[src/rtl/vblank_task_scheduler.sv]
// Frame-level task sequencer: on the vertical-blank start line it requests each enabled
// game task in index order over a req/done handshake, and aborts anything still running
// at the deadline line.
module vblank_task_scheduler #(
   parameter int unsigned NUM_TASKS         = 3,
   parameter int unsigned VBLANK_START_LINE = 480,
   parameter int unsigned DEADLINE_LINE     = 524,
   parameter int unsigned FRAME_DIV         = 1
) (
   input  logic                 clk_i,
   input  logic                 rst_i,
   input  logic [9:0]           position_x_i,
   input  logic [9:0]           position_y_i,
   input  logic                 enable_i,
   input  logic [NUM_TASKS-1:0] task_en_i,
   input  logic [NUM_TASKS-1:0] task_done_i,
   output logic [NUM_TASKS-1:0] task_req_o,
   output logic                 tick_o,
   output logic                 busy_o,
   output logic [15:0]          frame_count_o,
   output logic                 overrun_o,
   input  logic                 overrun_clr_i
);

   localparam logic [1:0] StIdle = 2'd0;
   localparam logic [1:0] StRun  = 2'd1;
   localparam logic [1:0] StDone = 2'd2;

   localparam logic [NUM_TASKS-1:0] OneT   = {{(NUM_TASKS-1){1'b0}}, 1'b1};
   localparam logic [7:0]           DivTop = 8'(FRAME_DIV - 1);

   logic [1:0]           state_q, state_d;
   logic [NUM_TASKS-1:0] req_q, req_d;
   logic                 tick_q, tick_d;
   logic [15:0]          frame_count_q, frame_count_d;
   logic                 overrun_q, overrun_d;
   logic [7:0]           div_cnt_q, div_cnt_d;

   logic                 start_ev;
   logic                 deadline_ev;
   logic                 dispatch;
   logic                 done_hit;
   logic [NUM_TASKS-1:0] first_pick;
   logic [NUM_TASKS-1:0] above_mask;
   logic [NUM_TASKS-1:0] next_cand;
   logic [NUM_TASKS-1:0] next_pick;

   assign start_ev    = (position_y_i == 10'(VBLANK_START_LINE)) && (position_x_i == 10'd0)
                        && enable_i;
   assign deadline_ev = (position_y_i == 10'(DEADLINE_LINE)) && (position_x_i == 10'd0);
   assign dispatch    = start_ev && (div_cnt_q == 8'd0) && (state_q == StIdle);
   assign done_hit    = |(task_done_i & req_q);

   // Lowest set bit via x & -x; above_mask keeps only indices strictly above the current one.
   assign first_pick = task_en_i & (~task_en_i + OneT);
   assign above_mask = ~((req_q << 1) - OneT);
   assign next_cand  = task_en_i & above_mask;
   assign next_pick  = next_cand & (~next_cand + OneT);

   always_comb begin
      if (start_ev) begin
         div_cnt_d = (div_cnt_q >= DivTop) ? 8'd0 : div_cnt_q + 8'd1;
      end else begin
         div_cnt_d = div_cnt_q;
      end
   end

   always_comb begin
      state_d       = state_q;
      req_d         = req_q;
      tick_d        = 1'b0;
      frame_count_d = frame_count_q;
      overrun_d     = overrun_q;
      if (overrun_clr_i) begin
         overrun_d = 1'b0;
      end
      case (state_q)
         StIdle: begin
            if (dispatch) begin
               tick_d        = 1'b1;
               frame_count_d = frame_count_q + 16'd1;
               if (|task_en_i) begin
                  req_d   = first_pick;
                  state_d = StRun;
               end else begin
                  state_d = StDone;
               end
            end
         end
         StRun: begin
            // Completing the last task wins over a coincident deadline.
            if (done_hit && !(|next_cand)) begin
               req_d   = '0;
               state_d = StDone;
            end else if (deadline_ev) begin
               req_d     = '0;
               state_d   = StIdle;
               overrun_d = 1'b1;
            end else if (done_hit) begin
               req_d = next_pick;
            end
         end
         StDone: begin
            state_d = StIdle;
         end
         default: begin
            req_d   = '0;
            state_d = StIdle;
         end
      endcase
   end

   always_ff @(posedge clk_i) begin
      if (rst_i) begin
         state_q       <= StIdle;
         req_q         <= '0;
         tick_q        <= 1'b0;
         frame_count_q <= 16'd0;
         overrun_q     <= 1'b0;
         div_cnt_q     <= 8'd0;
      end else begin
         state_q       <= state_d;
         req_q         <= req_d;
         tick_q        <= tick_d;
         frame_count_q <= frame_count_d;
         overrun_q     <= overrun_d;
         div_cnt_q     <= div_cnt_d;
      end
   end

   assign task_req_o    = req_q;
   assign tick_o        = tick_q;
   assign busy_o        = (state_q == StRun);
   assign frame_count_o = frame_count_q;
   assign overrun_o     = overrun_q;

endmodule

[config.mk]
export PLATFORM = sky130hd
export DESIGN_NAME = vblank_task_scheduler
export DESIGN_NICKNAME = d
export VERILOG_FILES = /design/src/rtl/vblank_task_scheduler.sv
export SDC_FILE = /design/constraint.sdc
export NUM_CORES = 1
export LEC_CHECK = 0
export ABC_AREA = 0
export BUFFER_PORTS_ARGS = -buffer_cell sky130_fd_sc_hd__buf_2
export CAP_MARGIN = 20
export CORE_MARGIN = 5
export CORE_UTILIZATION = 42
export DETAILED_ROUTE_END_ITERATION = 12
export HOLD_SLACK_MARGIN = 0.03
export PLACE_DENSITY = 0.76
export SETUP_SLACK_MARGIN = 0.1
export SYNTH_ARGS = -nofsm -noshare
export SYNTH_HDL_FRONTEND = slang
export SYNTH_SLANG_ARGS = --single-unit
[constraint.sdc]
create_clock -name clk_i -period 1.7 [get_ports clk_i]
set_input_delay 0.34 -clock clk_i [delete_from_list [all_inputs] [get_ports clk_i]]
set_output_delay 0.34 -clock clk_i [all_outputs]
set_load 0.03 [all_outputs]
== After elaboration in Yosys (flattened, before gate mapping) ==
Index checks and enable logic that the tools add are counted.
Widths: inputs -> output; s select.
Cells by class
  bitwise operators: 9
  reduce and logical (&&, ||, !) cells: 17
  muxes and demuxes: 17
  order comparisons: 1
  equal/unequal tests: 8
  $add $sub $neg: 5
Operators by type and width (count)
  $add 16x1->16 const B: 1
  $mux 3: 5
  $and 3x3->3: 4
  $eq 10x10->1 const B: 1
  $eq 10x9->1 const B: 1
  $logic_not 10->1: 1
  $not 3->3: 3
  $pmux 3 s3: 1
  $reduce_or 3->1: 3
  $add 8x1->8 const B: 1
  $ge 8x1->1 const B: 1
  $logic_not 8->1: 1
  $mux 2: 4
  $mux 8: 1
  $add 3x1->3 const B: 2
  $logic_and 1x1->1: 6
  $mux 1: 5
  $ne 4x1->1 const B: 1
  $pmux 2 s2: 1
  $reduce_and 2->1: 2
  $reduce_and 4->1: 1
  $ne 3x1->1 const B: 1
  $sub 3x1->3 const B: 1
  $eq 2x1->1 const B: 1
  other kinds (7): 8
Storage, ports and cells
  output and inout bits: 22
  register bits after elaboration: 31
  logic and storage cells: 63

== Longest topological paths before layout ==
  depth in word-level cells: 10
  gate-level depth with buffers: 6
  depth with buffers taken out: 5

== Worst setup path before layout ==
No wires, ideal clock.
  path type: flip-flop to flip-flop
  start point: reg frame_count_q[2] (netlist: frame_count_o[2])
  end point: reg frame_count_q[15] (netlist: frame_count_o[15])
  arrival time: 1837 ps
  path buffers: 1
  setup slack: -208 ps
  stages on the path, launching flop included: 7
  period minus slack after synthesis: 1908 ps
  cell sequence: dfxtp_1 -> and4_1 -> buf_4 -> and4_4 -> nand3_2 -> or4_1 -> a21oi_1
On the way
  cells in the longest elaborated chain, start to end: 1
RTL lines
  from (decl): line 35  | logic [15:0] frame_count_q, frame_count_d;
  from (signal assigned): line 125  | frame_count_q <= frame_count_d;
  $add 16x1->16: line 81  | frame_count_d = frame_count_q + 16'd1;
Every way passes these cells.
A chain may end at the register's enable or synchronous reset.

== Final worst setup path ==
Same ends and word-level chain as after synthesis.

==> flow_summary.toml <==
[timing]
clock_skew_ns = 0.00280
final-hold-violation-count = 0
drv_slew = 0
holdWs_ns = 0.357
setup_viol = 0
slew_headroom = 0.776
fmax_mhz = 623
period_needed_ns = 1.60
final.period_utilization = 0.944
tightest_slew_ns = 0.333
rsz0062_at_grt = "yes"

[worst_hold_path]
hold_path.class = "primary input to register"
whs_endpoint = "overrun_o"
hold_start = "overrun_clr_i"
whs_path_depth = 4

[floorplan]
io_pins = 52
dieArea_um2 = 4180
die_h_um = 64.7
start_util = 0.448
coreArea_um2 = 2810
dieWidth_um = 64.7
core.rowCount = 19

[synthesis]
yosysWarnings = 0
yosysMostFrequentCell = "dfxtp_1"
ys_seq_area_frac = 0.367
synthArstFlopShare = 0
synth-xor-area-share = 0.0837
synth-simple-area-share = 0.390
yosysTopAreaCellShare = 0.367
ys.flop_type = "dfxtp_1"
synthAdderAreaFrac = 0.00996
synthCells = 157
muxShareOfSynthArea = 0.0329
ys_ff_latch = 23
synth_compound_area_frac = 0.0767
syn-cell-area_um2 = 1260
synth_top_area_cell = "dfxtp_1"
synth_common_cells = "23 x dfxtp_1, 20 x nor2_1, 14 x nor3_1, 12 x xnor2_1, 9 x nand2_1"
yosys.cell_types.count = 34
synth_area_leaders = "dfxtp_1 37%, xnor2_1 8.4%, nor2_1 6.0%"
synth_top_family_by_area = "simple AND/OR/NAND/NOR gates"
synth-edff-count = 0
syn_area_per_cell_um2 = 8.00
syn-num-nets = 188

[global_routing]
grt-ovfl-total = 0
antenna_found_initial = 0
grt_pass1_wl_um = 5300
grt_pass1_vias = 1236
grt_use_total = 0.154
grt_max_degree = 18

[routing]
route.antenna.remaining_nets = 0
wl_met2_um = 1450
drt-met1-wl_um = 1570
wl_um = 3250
vias = 1339
viasPerCell = 5.21
routedWlPerCell_um = 12.6
drt_first_pass_iters = 4
drt_iter0_drc = 70
met3_length_um = 208
drcViolationCount = 0
highest_layer = "met4"

[cells_and_area]
fill_cells = 251
drive_above_1_share = 0.442
fin_util = 0.634
antenna_cells = 0
final_cells = 257
synthToLayoutAreaGrowth_pct = 41.6
nets = 258

[setup_path]
r2r-start = "frame_count_o[2]"
ff2ff_path_depth = 5
arrival_ns = 1.86
critPathKind = "register to register"
critPathRequiredTime_ns = 1.96
critPathLaunchType = "register"
path_max_fanout = 4
ff2ff_setup_slack_ns = 0.1
r2r-end = "frame_count_o[15]"
cp-end-kind = "register"

[power_and_ir_drop]
powerDensity_nw_per_um2 = 482
total_leakage_power_nw = 0.745
ir_drop_mv = 0.360
power.total_w = 0.000857

[run_status]
status = "complete, no violations"

[placed_design]
io_buffers = 51
place.gp.congestion = 0.881
dpl.cell_count = 245
dpl.hpwl_um = 2470

[clock_network]
cts_tree = "built"
cts-root-buf = "clkbuf_4"
clk_pin_slew_ns = 0.13
clock_path_buffers = 2
numCtsBuffers = 3
cts_max_level = 1
clk-insertion-delay-late_ns = 0.31
clock-sinks = 23

[job]
drv_cap = 0
critical path, stage by stage, from the launching register on:
cell,delay [ns]
dfxtp_4,0.37
and4_4,0.22
and4_4,0.25
nand3_2,0.08
or4_4,0.49
a21oi_2,0.13
layout make-up:
type                            count  area [um2]  area share
Clock inverter                      1        5.00     0.00281
Tap cell                           31        38.8      0.0218
Multi-Input combinational cell    122         802       0.451
Clock buffer                        3        22.5      0.0127
Sequential cell                    23         483       0.271
Timing Repair Buffer               71         405       0.228
Inverter                            6        22.5      0.0127
flip-flops by register name (all words and copies together) (netlist names):
signal,flops
frame_count_o,16
task_req_o,3
state_q,2
overrun_o,1
tick_o,1
stage by stage:
step | setup WS, ns | TNS [ns] | instance area (um2)
finish | 0.0957 | 0 | 1780
global route | 0.0284 | 0 | 1780
CTS | 0.100 | 0 | 1740
detailed placement | -0.188 | -1.25 | 1660
global placement | -0.0894 | -0.432 | 1660
floorplan | 0.0119 | 0 | 1300
layer usage:
| layer | track usage | vias up |
|---|---|---|
| li1 | - | 701 |
| met4 | 0.0449 | 0 |
| met1 | 0.204 | 591 |
| met5 | 0 | - |
| met3 | 0.0380 | 2 |
| met2 | 0.250 | 45 |
report_power, final:
part            switching (W)  internal (W)  leakage, nW
combinational       0.0000321     0.0000364        0.536
clock                0.000168     0.0000880       0.0177
sequential     0.000000000150      0.000532        0.191
total                0.000200      0.000657        0.745
how the worst max path moves through the flow:
stage | start | slack, ns | end
3_3_place_gp | position_x_i[2] | -0.09 | frame_count_o[15]
4_1_cts | frame_count_o[2] | 0.10 | frame_count_o[15]
3_5_place_dp | position_x_i[2] | -0.19 | frame_count_o[15]
5_1_grt | frame_count_o[2] | 0.03 | frame_count_o[15]
6_report | frame_count_o[2] | 0.1 | frame_count_o[15]
2_1_floorplan | position_y_i[3] | 0.01 | frame_count_o[15]
cell families after synthesis:
| family | Yosys count |
|---|---|
| AND/OR/NAND/NOR | 89 |
| flip-flops | 23 |
| AO/OA/AOI/OAI | 16 |
| XOR/XNOR | 12 |
| buffers and inverters | 12 |
| multiplexers | 4 |
| adder cells (fa/ha/maj) | 1 |
timing repair:
item / CTS / global route
gates resized for setup: 0 / 7
setup endpoints to repair: 1 / 5
pin swaps: 2 / 2
buffers inserted: 7 / 1
hold buffers: 0 / 0
layout by cell type, fill, tap and decap left out, types with 6 or more instances in the layout:
cell	n
buf_2	51
nor2_1	20
buf_4	20
nor3_1	14
dfxtp_1	13
xnor2_1	12
nand2_1	9
nand3_1	8
nand2b_1	7
inv_1	6
dfxtp_2	6
Power figures use the tool's default switching activity.
